--- config.mk ---
export PLATFORM = sky130hd
export DESIGN_NAME = spell_commit
export DESIGN_NICKNAME = d
export VERILOG_FILES = /design/src/rtl/spell_commit_pkg.sv /design/src/rtl/spell_stack_mem.sv /design/src/rtl/spell_commit.sv
export SDC_FILE = /design/constraint.sdc
export NUM_CORES = 1
export LEC_CHECK = 0
export CORE_UTILIZATION = 32
export CTS_CLUSTER_DIAMETER = 120
export DETAILED_ROUTE_END_ITERATION = 6
export GPL_TIMING_DRIVEN = 0
export PLACE_DENSITY = 0.46
export SLEW_MARGIN = 30
export SYNTH_ARGS = -nofsm -noshare
export SYNTH_HDL_FRONTEND = slang
export SYNTH_SLANG_ARGS = --single-unit
export TNS_END_PERCENT = 10
--- constraint.sdc ---
create_clock -name clock -period 4.9 [get_ports clock]
set_input_delay 0.735 -clock clock [delete_from_list [all_inputs] [get_ports clock]]
set_output_delay 0.735 -clock clock [all_outputs]
set_load 0.02 [all_outputs]
--- src/rtl/spell_commit_pkg.sv ---
// Shared definitions for the SPELL commit stage: memory write types and widths.
package spell_commit_pkg;

  typedef enum logic [1:0] {
    MemoryTypeNone = 2'd0,
    MemoryTypeData = 2'd1,
    MemoryTypeCode = 2'd2
  } mem_type_e;

  localparam int STACK_AW = 5;
  localparam int DATA_W   = 8;
  localparam int PC_W     = 8;

endpackage

--- src/rtl/spell_stack_mem.sv ---
// 32x8 data stack: combinational top/below-top read around sp, two write ports on one edge.
module spell_stack_mem
  import spell_commit_pkg::*;
#(
  parameter int DEPTH = 32
) (
  input  logic                clock,
  input  logic [STACK_AW-1:0] sp,
  output logic [DATA_W-1:0]   stack_top,
  output logic [DATA_W-1:0]   stack_belowtop,
  input  logic                top_we,
  input  logic [STACK_AW-1:0] top_idx,
  input  logic [DATA_W-1:0]   top_data,
  input  logic                belowtop_we,
  input  logic [STACK_AW-1:0] belowtop_idx,
  input  logic [DATA_W-1:0]   belowtop_data
);

  logic [DATA_W-1:0] mem [DEPTH];

  // Contents are deliberately never reset; the two write indices always differ.
  always_ff @(posedge clock) begin
    if (top_we) begin
      mem[top_idx] <= top_data;
    end
    if (belowtop_we) begin
      mem[belowtop_idx] <= belowtop_data;
    end
  end

  // Index arithmetic wraps modulo the depth through the 5-bit width.
  assign stack_top      = mem[sp - STACK_AW'(1)];
  assign stack_belowtop = mem[sp - STACK_AW'(2)];

endmodule

--- src/rtl/spell_commit.sv ---
// SPELL commit stage: owns pc/sp/stack, issues memory writes and sequences delay and sleep.
module spell_commit
  import spell_commit_pkg::*;
#(
  parameter int DELAY_PRESCALE = 64,
  parameter int STACK_DEPTH    = 32
) (
  input  logic                clock,
  input  logic                reset,
  input  logic                exec_valid,
  output logic                exec_ready,
  input  logic [PC_W-1:0]     next_pc,
  input  logic [STACK_AW-1:0] next_sp,
  input  logic [1:0]          stack_write_count,
  input  logic [DATA_W-1:0]   set_stack_top,
  input  logic [DATA_W-1:0]   set_stack_belowtop,
  input  logic [1:0]          memory_write_type,
  input  logic [7:0]          memory_write_addr,
  input  logic [DATA_W-1:0]   memory_write_data,
  input  logic [7:0]          delay_amount,
  input  logic                sleep,
  input  logic                wake,
  output logic [PC_W-1:0]     pc,
  output logic [STACK_AW-1:0] sp,
  output logic [DATA_W-1:0]   stack_top,
  output logic [DATA_W-1:0]   stack_belowtop,
  output logic                mem_wr_valid,
  input  logic                mem_wr_ready,
  output logic [1:0]          mem_wr_type,
  output logic [7:0]          mem_wr_addr,
  output logic [DATA_W-1:0]   mem_wr_data,
  output logic                sleeping
);

  typedef enum logic [1:0] {
    IDLE     = 2'd0,
    MEM_WAIT = 2'd1,
    DELAY    = 2'd2,
    SLEEP    = 2'd3
  } commit_state_e;

  localparam int PRE_W = (DELAY_PRESCALE > 1) ? $clog2(DELAY_PRESCALE) : 1;
  localparam logic [PRE_W-1:0] PRE_LOAD = PRE_W'(DELAY_PRESCALE - 1);

  commit_state_e       state_reg, state_next;
  logic [PC_W-1:0]     pc_reg, pc_next;
  logic [STACK_AW-1:0] sp_reg, sp_next;
  logic                mem_wr_valid_reg, mem_wr_valid_next;
  logic [1:0]          mem_wr_type_reg, mem_wr_type_next;
  logic [7:0]          mem_wr_addr_reg, mem_wr_addr_next;
  logic [DATA_W-1:0]   mem_wr_data_reg, mem_wr_data_next;
  logic [7:0]          unit_cnt_reg, unit_cnt_next;
  logic [PRE_W-1:0]    pre_cnt_reg, pre_cnt_next;
  logic                sleeping_reg, sleeping_next;
  logic                commit;

  assign exec_ready = (state_reg == IDLE);
  assign commit     = exec_valid && exec_ready;

  always_comb begin
    state_next        = state_reg;
    pc_next           = pc_reg;
    sp_next           = sp_reg;
    mem_wr_valid_next = mem_wr_valid_reg;
    mem_wr_type_next  = mem_wr_type_reg;
    mem_wr_addr_next  = mem_wr_addr_reg;
    mem_wr_data_next  = mem_wr_data_reg;
    unit_cnt_next     = unit_cnt_reg;
    pre_cnt_next      = pre_cnt_reg;
    sleeping_next     = sleeping_reg;
    case (state_reg)
      IDLE: begin
        if (commit) begin
          pc_next = next_pc;
          sp_next = next_sp;
          // Memory write outranks delay, which outranks sleep.
          if (memory_write_type != MemoryTypeNone) begin
            state_next        = MEM_WAIT;
            mem_wr_valid_next = 1'b1;
            mem_wr_type_next  = memory_write_type;
            mem_wr_addr_next  = memory_write_addr;
            mem_wr_data_next  = memory_write_data;
          end else if (delay_amount != 8'd0) begin
            state_next    = DELAY;
            unit_cnt_next = delay_amount;
            pre_cnt_next  = PRE_LOAD;
          end else if (sleep) begin
            state_next    = SLEEP;
            sleeping_next = 1'b1;
          end
        end
      end
      MEM_WAIT: begin
        if (mem_wr_valid_reg && mem_wr_ready) begin
          mem_wr_valid_next = 1'b0;
          state_next        = IDLE;
        end
      end
      DELAY: begin
        if (pre_cnt_reg == '0) begin
          pre_cnt_next  = PRE_LOAD;
          unit_cnt_next = unit_cnt_reg - 8'd1;
          if (unit_cnt_reg == 8'd1) begin
            state_next = IDLE;
          end
        end else begin
          pre_cnt_next = pre_cnt_reg - PRE_W'(1);
        end
      end
      SLEEP: begin
        if (wake) begin
          state_next    = IDLE;
          sleeping_next = 1'b0;
        end
      end
      default: state_next = IDLE;
    endcase
  end

  always_ff @(posedge clock) begin
    if (reset) begin
      state_reg        <= IDLE;
      pc_reg           <= '0;
      sp_reg           <= '0;
      mem_wr_valid_reg <= 1'b0;
      mem_wr_type_reg  <= MemoryTypeNone;
      mem_wr_addr_reg  <= '0;
      mem_wr_data_reg  <= '0;
      unit_cnt_reg     <= '0;
      pre_cnt_reg      <= '0;
      sleeping_reg     <= 1'b0;
    end else begin
      state_reg        <= state_next;
      pc_reg           <= pc_next;
      sp_reg           <= sp_next;
      mem_wr_valid_reg <= mem_wr_valid_next;
      mem_wr_type_reg  <= mem_wr_type_next;
      mem_wr_addr_reg  <= mem_wr_addr_next;
      mem_wr_data_reg  <= mem_wr_data_next;
      unit_cnt_reg     <= unit_cnt_next;
      pre_cnt_reg      <= pre_cnt_next;
      sleeping_reg     <= sleeping_next;
    end
  end

  spell_stack_mem #(
    .DEPTH(STACK_DEPTH)
  ) u_stack (
    .clock         (clock),
    .sp            (sp_reg),
    .stack_top     (stack_top),
    .stack_belowtop(stack_belowtop),
    .top_we        (commit && (stack_write_count != 2'd0)),
    .top_idx       (next_sp - STACK_AW'(1)),
    .top_data      (set_stack_top),
    .belowtop_we   (commit && stack_write_count[1]),
    .belowtop_idx  (next_sp - STACK_AW'(2)),
    .belowtop_data (set_stack_belowtop)
  );

  assign pc           = pc_reg;
  assign sp           = sp_reg;
  assign mem_wr_valid = mem_wr_valid_reg;
  assign mem_wr_type  = mem_wr_type_reg;
  assign mem_wr_addr  = mem_wr_addr_reg;
  assign mem_wr_data  = mem_wr_data_reg;
  assign sleeping     = sleeping_reg;

endmodule

## Word-level counts from Yosys, hierarchy flattened

Memory sizes are Yosys's and may differ from the RTL's.
Index checks and enable logic that the tools add are counted.

- Register bits: 49
- Memory bits (writable): 256
- Output and inout port bits: 50
- Logic and storage cells: 84
- Memories kept: 1

Memory list:

| memory | words | bits a word | read ports | clocked after memory_dff | write ports | line | source |
|---|---|---|---|---|---|---|---|
| u_stack.mem | 32 | 8 | 2 | 0 | 2 | spell_stack_mem.sv:19 | `logic [DATA_W-1:0] mem [DEPTH];` |

- $add $sub $neg: 6
- Equal/unequal tests: 15
- Muxes and demuxes: 33
- Reductions and logical operators: 19

Operators by type and width:

| kind | count |
|---|---|
| 8-bit two-way mux | 4 |
| 6-bit two-way mux | 4 |
| 2-bit two-way mux | 8 |
| 8-bit one-hot mux with 2 select lines | 1 |
| 1-bit two-way mux | 12 |
| 2-bit != test, second input constant | 6 |
| 6-bit one-hot mux with 2 select lines | 1 |
| 6-bit AND reduction | 2 |
| 2-bit nonzero test | 5 |
| 5-bit by 1-bit subtractor with 5-bit output, second input constant | 2 |
| 5-bit by 2-bit subtractor with 5-bit output, second input constant | 2 |
| 8-bit by 1-bit == test with 1-bit output, second input constant | 1 |
| 2-bit by 1-bit != test with 1-bit output, second input constant | 4 |
| 2-bit one-hot mux with 4 select lines | 1 |
| 4-bit AND reduction | 2 |
| 8-bit nonzero test | 1 |
| 8-bit by 1-bit subtractor with 8-bit output, second input constant | 1 |
| 6-bit logical NOT | 1 |
| 6-bit by 1-bit subtractor with 6-bit output, second input constant | 1 |
| 5-bit AND reduction | 1 |
| 2-bit == test, second input constant | 2 |
| 1-bit logical AND | 4 |
| 4-bit by 1-bit != test with 1-bit output, second input constant | 1 |
| 1-bit one-hot mux with 2 select lines | 2 |
| 4 further kinds | 4 |

## Logic depth before layout (Yosys ltp)

- Depth in word-level cells: 5
- Depth in mapped cells: 12
- Mapped depth without buffers: 7

## Hierarchy

A second synthesis with hierarchy kept.

- Cells, all modules: 1,504
- Area, all modules: 18,286.3 um^2

By module, submodules not included:

| module | instances | cells an instance | area an instance (um^2) | seq. area each (um^2) |
|---|---|---|---|---|
| spell_stack_mem | 1 | 1,201 | 15,891.5 | 7,687.4 |
| spell_commit | 1 | 303 | 2,394.8 | 980.9 |

## Least setup slack after synthesis

No wires, ideal clock.

- Path kind: flip-flop to output port
- Start: reg sp_reg[1] (netlist: sp[1])
- End: out stack_top[3]
- Data arrival time: 3.272 ns
- Required time: 4.165 ns
- Slack: 0.893 ns
- Stages on the path, launching flop included: 11
- Buffers on the path: 4
- Cells stage by stage: dfxtp_1 buf_1 clkbuf_1 inv_1 ha_1 clkbuf_1 clkbuf_1 mux4_2 mux4_1 nand2_1 nand2_1

- Word-level cells in the longest chain between the ends: 2

Ends and longest elaborated chain:

| what | line | source |
|---|---|---|
| start, declared | spell_commit.sv:47 | `logic [STACK_AW-1:0] sp_reg, sp_next;` |
| start signal, assigned | spell_commit.sv:135 | `sp_reg <= sp_next;` |
| 5-bit by 1-bit subtractor with 5-bit output | spell_stack_mem.sv:32 | `assign stack_top = mem[sp - STACK_AW'(1)];` |
| memory 32 x 8 bit | - |  |
| end, declared | spell_commit.sv:25 | `output logic [DATA_W-1:0] stack_top,` |

No other way between the ends.

## Final worst setup path

- Start: reg sp_reg[0] (netlist: sp[0])
- End: out stack_top[5]

Same word-level chain as after synthesis.

==> reports/qor.yml <==
drt:
  routed_wl_mm: 67.80
  vias_per_cell: 5.646
  post_drt_wl_per_cell_um: 30.91
  ant_nets: 0
  drtIter0Drc: 1191
  post-route-drc-count: 0
  routed-via-count: 12380
  dr.pass1.iters: 5
clocking:
  cts_buffers: 39
  clock_sinks: 305
  cts-root-buf: "clkbuf_16"
  insertion_delay_ps: 570
  htreeDepth: 2
  clk_pin_slew_ps: 60
  cts_tree: "yes"
  cts_buffer_depth: 3
  hold_buffers: 0
timing:
  hold_viol_final: 0
  finalClockSkew_ps: 15.14
  timing.final.crit_period_ps: 4887
  setup_viol: 0
  rsz0062_at_grt: "true"
  finalWorstSetupSlack_ps: 12.70
  tightest_slew_ps: 1017
  slew-limit-headroom: 0.3186
  tns_ps: 0
  fin_crit_sh: 0.9974
  fmax_mhz: 204.6
  hold-worst-slack_ps: 456.2
  final-max-slew-violation-count: 0
global_routing:
  grt_pass1_vias: 12630
  grt_start_max_net_pins: 12
  grt_first_pass_wirelength_mm: 95.42
  antenna_found_initial: 4
  overflow: 0
  track_usage: 0.2391
setup_path:
  crit_path_start_kind: "flop"
  worstPathArrival_ps: 4150
  crit_required_ps: 4160
  crit_type: "reg -> out"
  crit_fanout: 10
  critPathCaptureType: "primary output"
  worst-r2r-cell-count: 6
synthesis:
  synth_edf_count: 256
  yosysTopAreaCell: "edfxtp_1"
  synthTopCellsByArea: "edfxtp_1 (42%), mux4_2 (17%), mux2_2 (15%)"
  async_reset_ff_frac: 0
  yosys.area_share.simple: 0.07512
  synth_commonest_cells: "edfxtp_1 (256), mux2_2 (240), mux4_2 (141)"
  synth-compound-area-share: 0.05129
  ys_ff_latch: 305
  muxShareOfSynthArea: 0.3581
  synth_area_per_cell_sq_um: 14.51
  yosysTopAreaCellShare: 0.4230
  netlist_area_sq_mm: 0.01817
  synth_cell_types: 66
  synthAdderAreaFrac: 0.006197
  ys_seq_area_frac: 0.4770
  synth_warnings: 0
  syn_inst: 1252
  yosysMostFrequentCell: "edfxtp_1"
  synth-xor-area-share: 0.002892
  synth_top_family_by_area: "multiplexers"
  syn_nets: 1324
  synth_ff_type: "edfxtp_1"
place:
  place_congestion: 0.9321
  dp_slack_ps: -1543
  place_area_sq_mm: 0.02034
  dp_hpwl_mm: 49.67
  place.port_buffers: 111
power_and_ir_drop:
  pwr-share-seq: 0.389
  irDropWorstVdd_mv: 0.2207
  p_per_area_mw_per_mm2: 346.3
  cellLeakagePower_uw: 0.006996
  power_switching_uw: 2330
  clkPwrFrac: 0.363
  sw_frac_of_total: 0.3102
  combPwrFrac: 0.249
  p_int_uw: 5181
cells_and_area:
  multi_input_area_sq_mm: 0.009100
  fin_nets: 1488
  largest_register_ff_count: 256
  final_area_sq_mm: 0.02169
  seq_area_sq_mm: 0.008670
  fillers: 5312
  diodes: 0
  area_growth_pct: 19.35
  largest-register: "u_stack.mem"
  layout-drive-gt1-share: 0.3903
  fin_util: 0.3899
die:
  die_w_um: 240.3
  core_region_area_sq_mm: 0.05563
  io_pins: 113
  initial_core_util: 0.3267
  die_h_um: 240.3
  num_rows: 86
  die_area_sq_mm: 0.05775
hold_path:
  hold_depth: 2
  hold_path_class: "reg -> reg"
run:
  cap_viol_max_count: 0
status:
  outcome: "finished clean"
==> path summary, 6_finish.rpt <==
| path | startpoint | slack, ps | to |
|---|---|---|---|
| setup reg to reg | state_reg[1] | 1560 | u_stack.mem[26][3] |
| setup / recovery | sp[0] | 10 | stack_top[5] |
| hold reg to reg | mem_wr_data[4] | 460 | mem_wr_data[4] |
| hold / removal | mem_wr_data[4] | 460 | mem_wr_data[4] |
==> timing repair <==
action | 4_1_cts | 5_1_grt
setup buffers | 0 | 5
gates cloned | 0 | 0
pin swaps | 0 | 1
endpoints found under the setup margin | 16 | 14
resized for setup | 47 | 14
==> cells in the final DEF (no fill, tap or decap), drive strengths merged, types with 32 or more instances in the layout <==
cell type / n
edfxtp: 256
o21ai: 32
mux2: 256
nand2: 112
mux4: 144
buf: 46
clkdlybuf4s50: 97
a21oi: 52
clkbuf: 127
dfxtp: 49
mux2i: 34
==> worst max-delay path, stage by stage, from the launching register on <==
cell	delay [ps]
dfxtp_1	340
clkbuf_4	210
buf_8	190
buf_8	200
buf_8	210
inv_1	100
ha_4	400
buf_4	280
mux4_2	400
mux4_2	510
nand2_1	90
nand2_1	110
clkdlybuf4s50_1	560
==> layout make-up <==
type,instances,area share
buffer,107,0.02590
clock buffer,53,0.04938
clock inverter,17,0.003808
inverter,13,0.002250
multi-input combinational,826,0.4196
sequential,305,0.3997
tap,748,0.04315
timing repair buffer,124,0.05619
==> cell families (layout without fill, tap and decap cells) <==
logic type	Yosys count	after routing
AO/OA/AOI/OAI	141	141
AND/OR/NAND/NOR	236	236
multiplexers	434	434
flip-flops	305	305
XOR/XNOR	6	6
adder cells (fa/ha/maj)	9	9
buffers and inverters	121	314
==> through the flow <==
stage | instances | total power [uW]
after floorplan | 1252 | 4041
after global placement | 2111 | 4789
after detailed placement | 2119 | 4803
after CTS | 2188 | 7526
after global routing | 2193 | 7746
final | 2193 | 7511
==> power groups by stage <==
stage / Combinational [uW] / Clock (uW) / Sequential (uW)
after global placement: 1820 / 0 / 2970
final: 1870 / 2720 / 2920
after floorplan: 1050 / 0 / 2990
after global routing: 1970 / 2850 / 2930
after detailed placement: 1830 / 0 / 2970
after CTS: 1850 / 2760 / 2920
==> metal layers <==
metal	vias up	wire (um)	global-route usage
li1	5331	-	-
met5	-	0	0
met1	6444	29220	0.3193
met2	495	31400	0.3845
met4	0	2597	0.09226
met3	111	4577	0.04351
No activity file was read; power rests on OpenSTA's default activity.
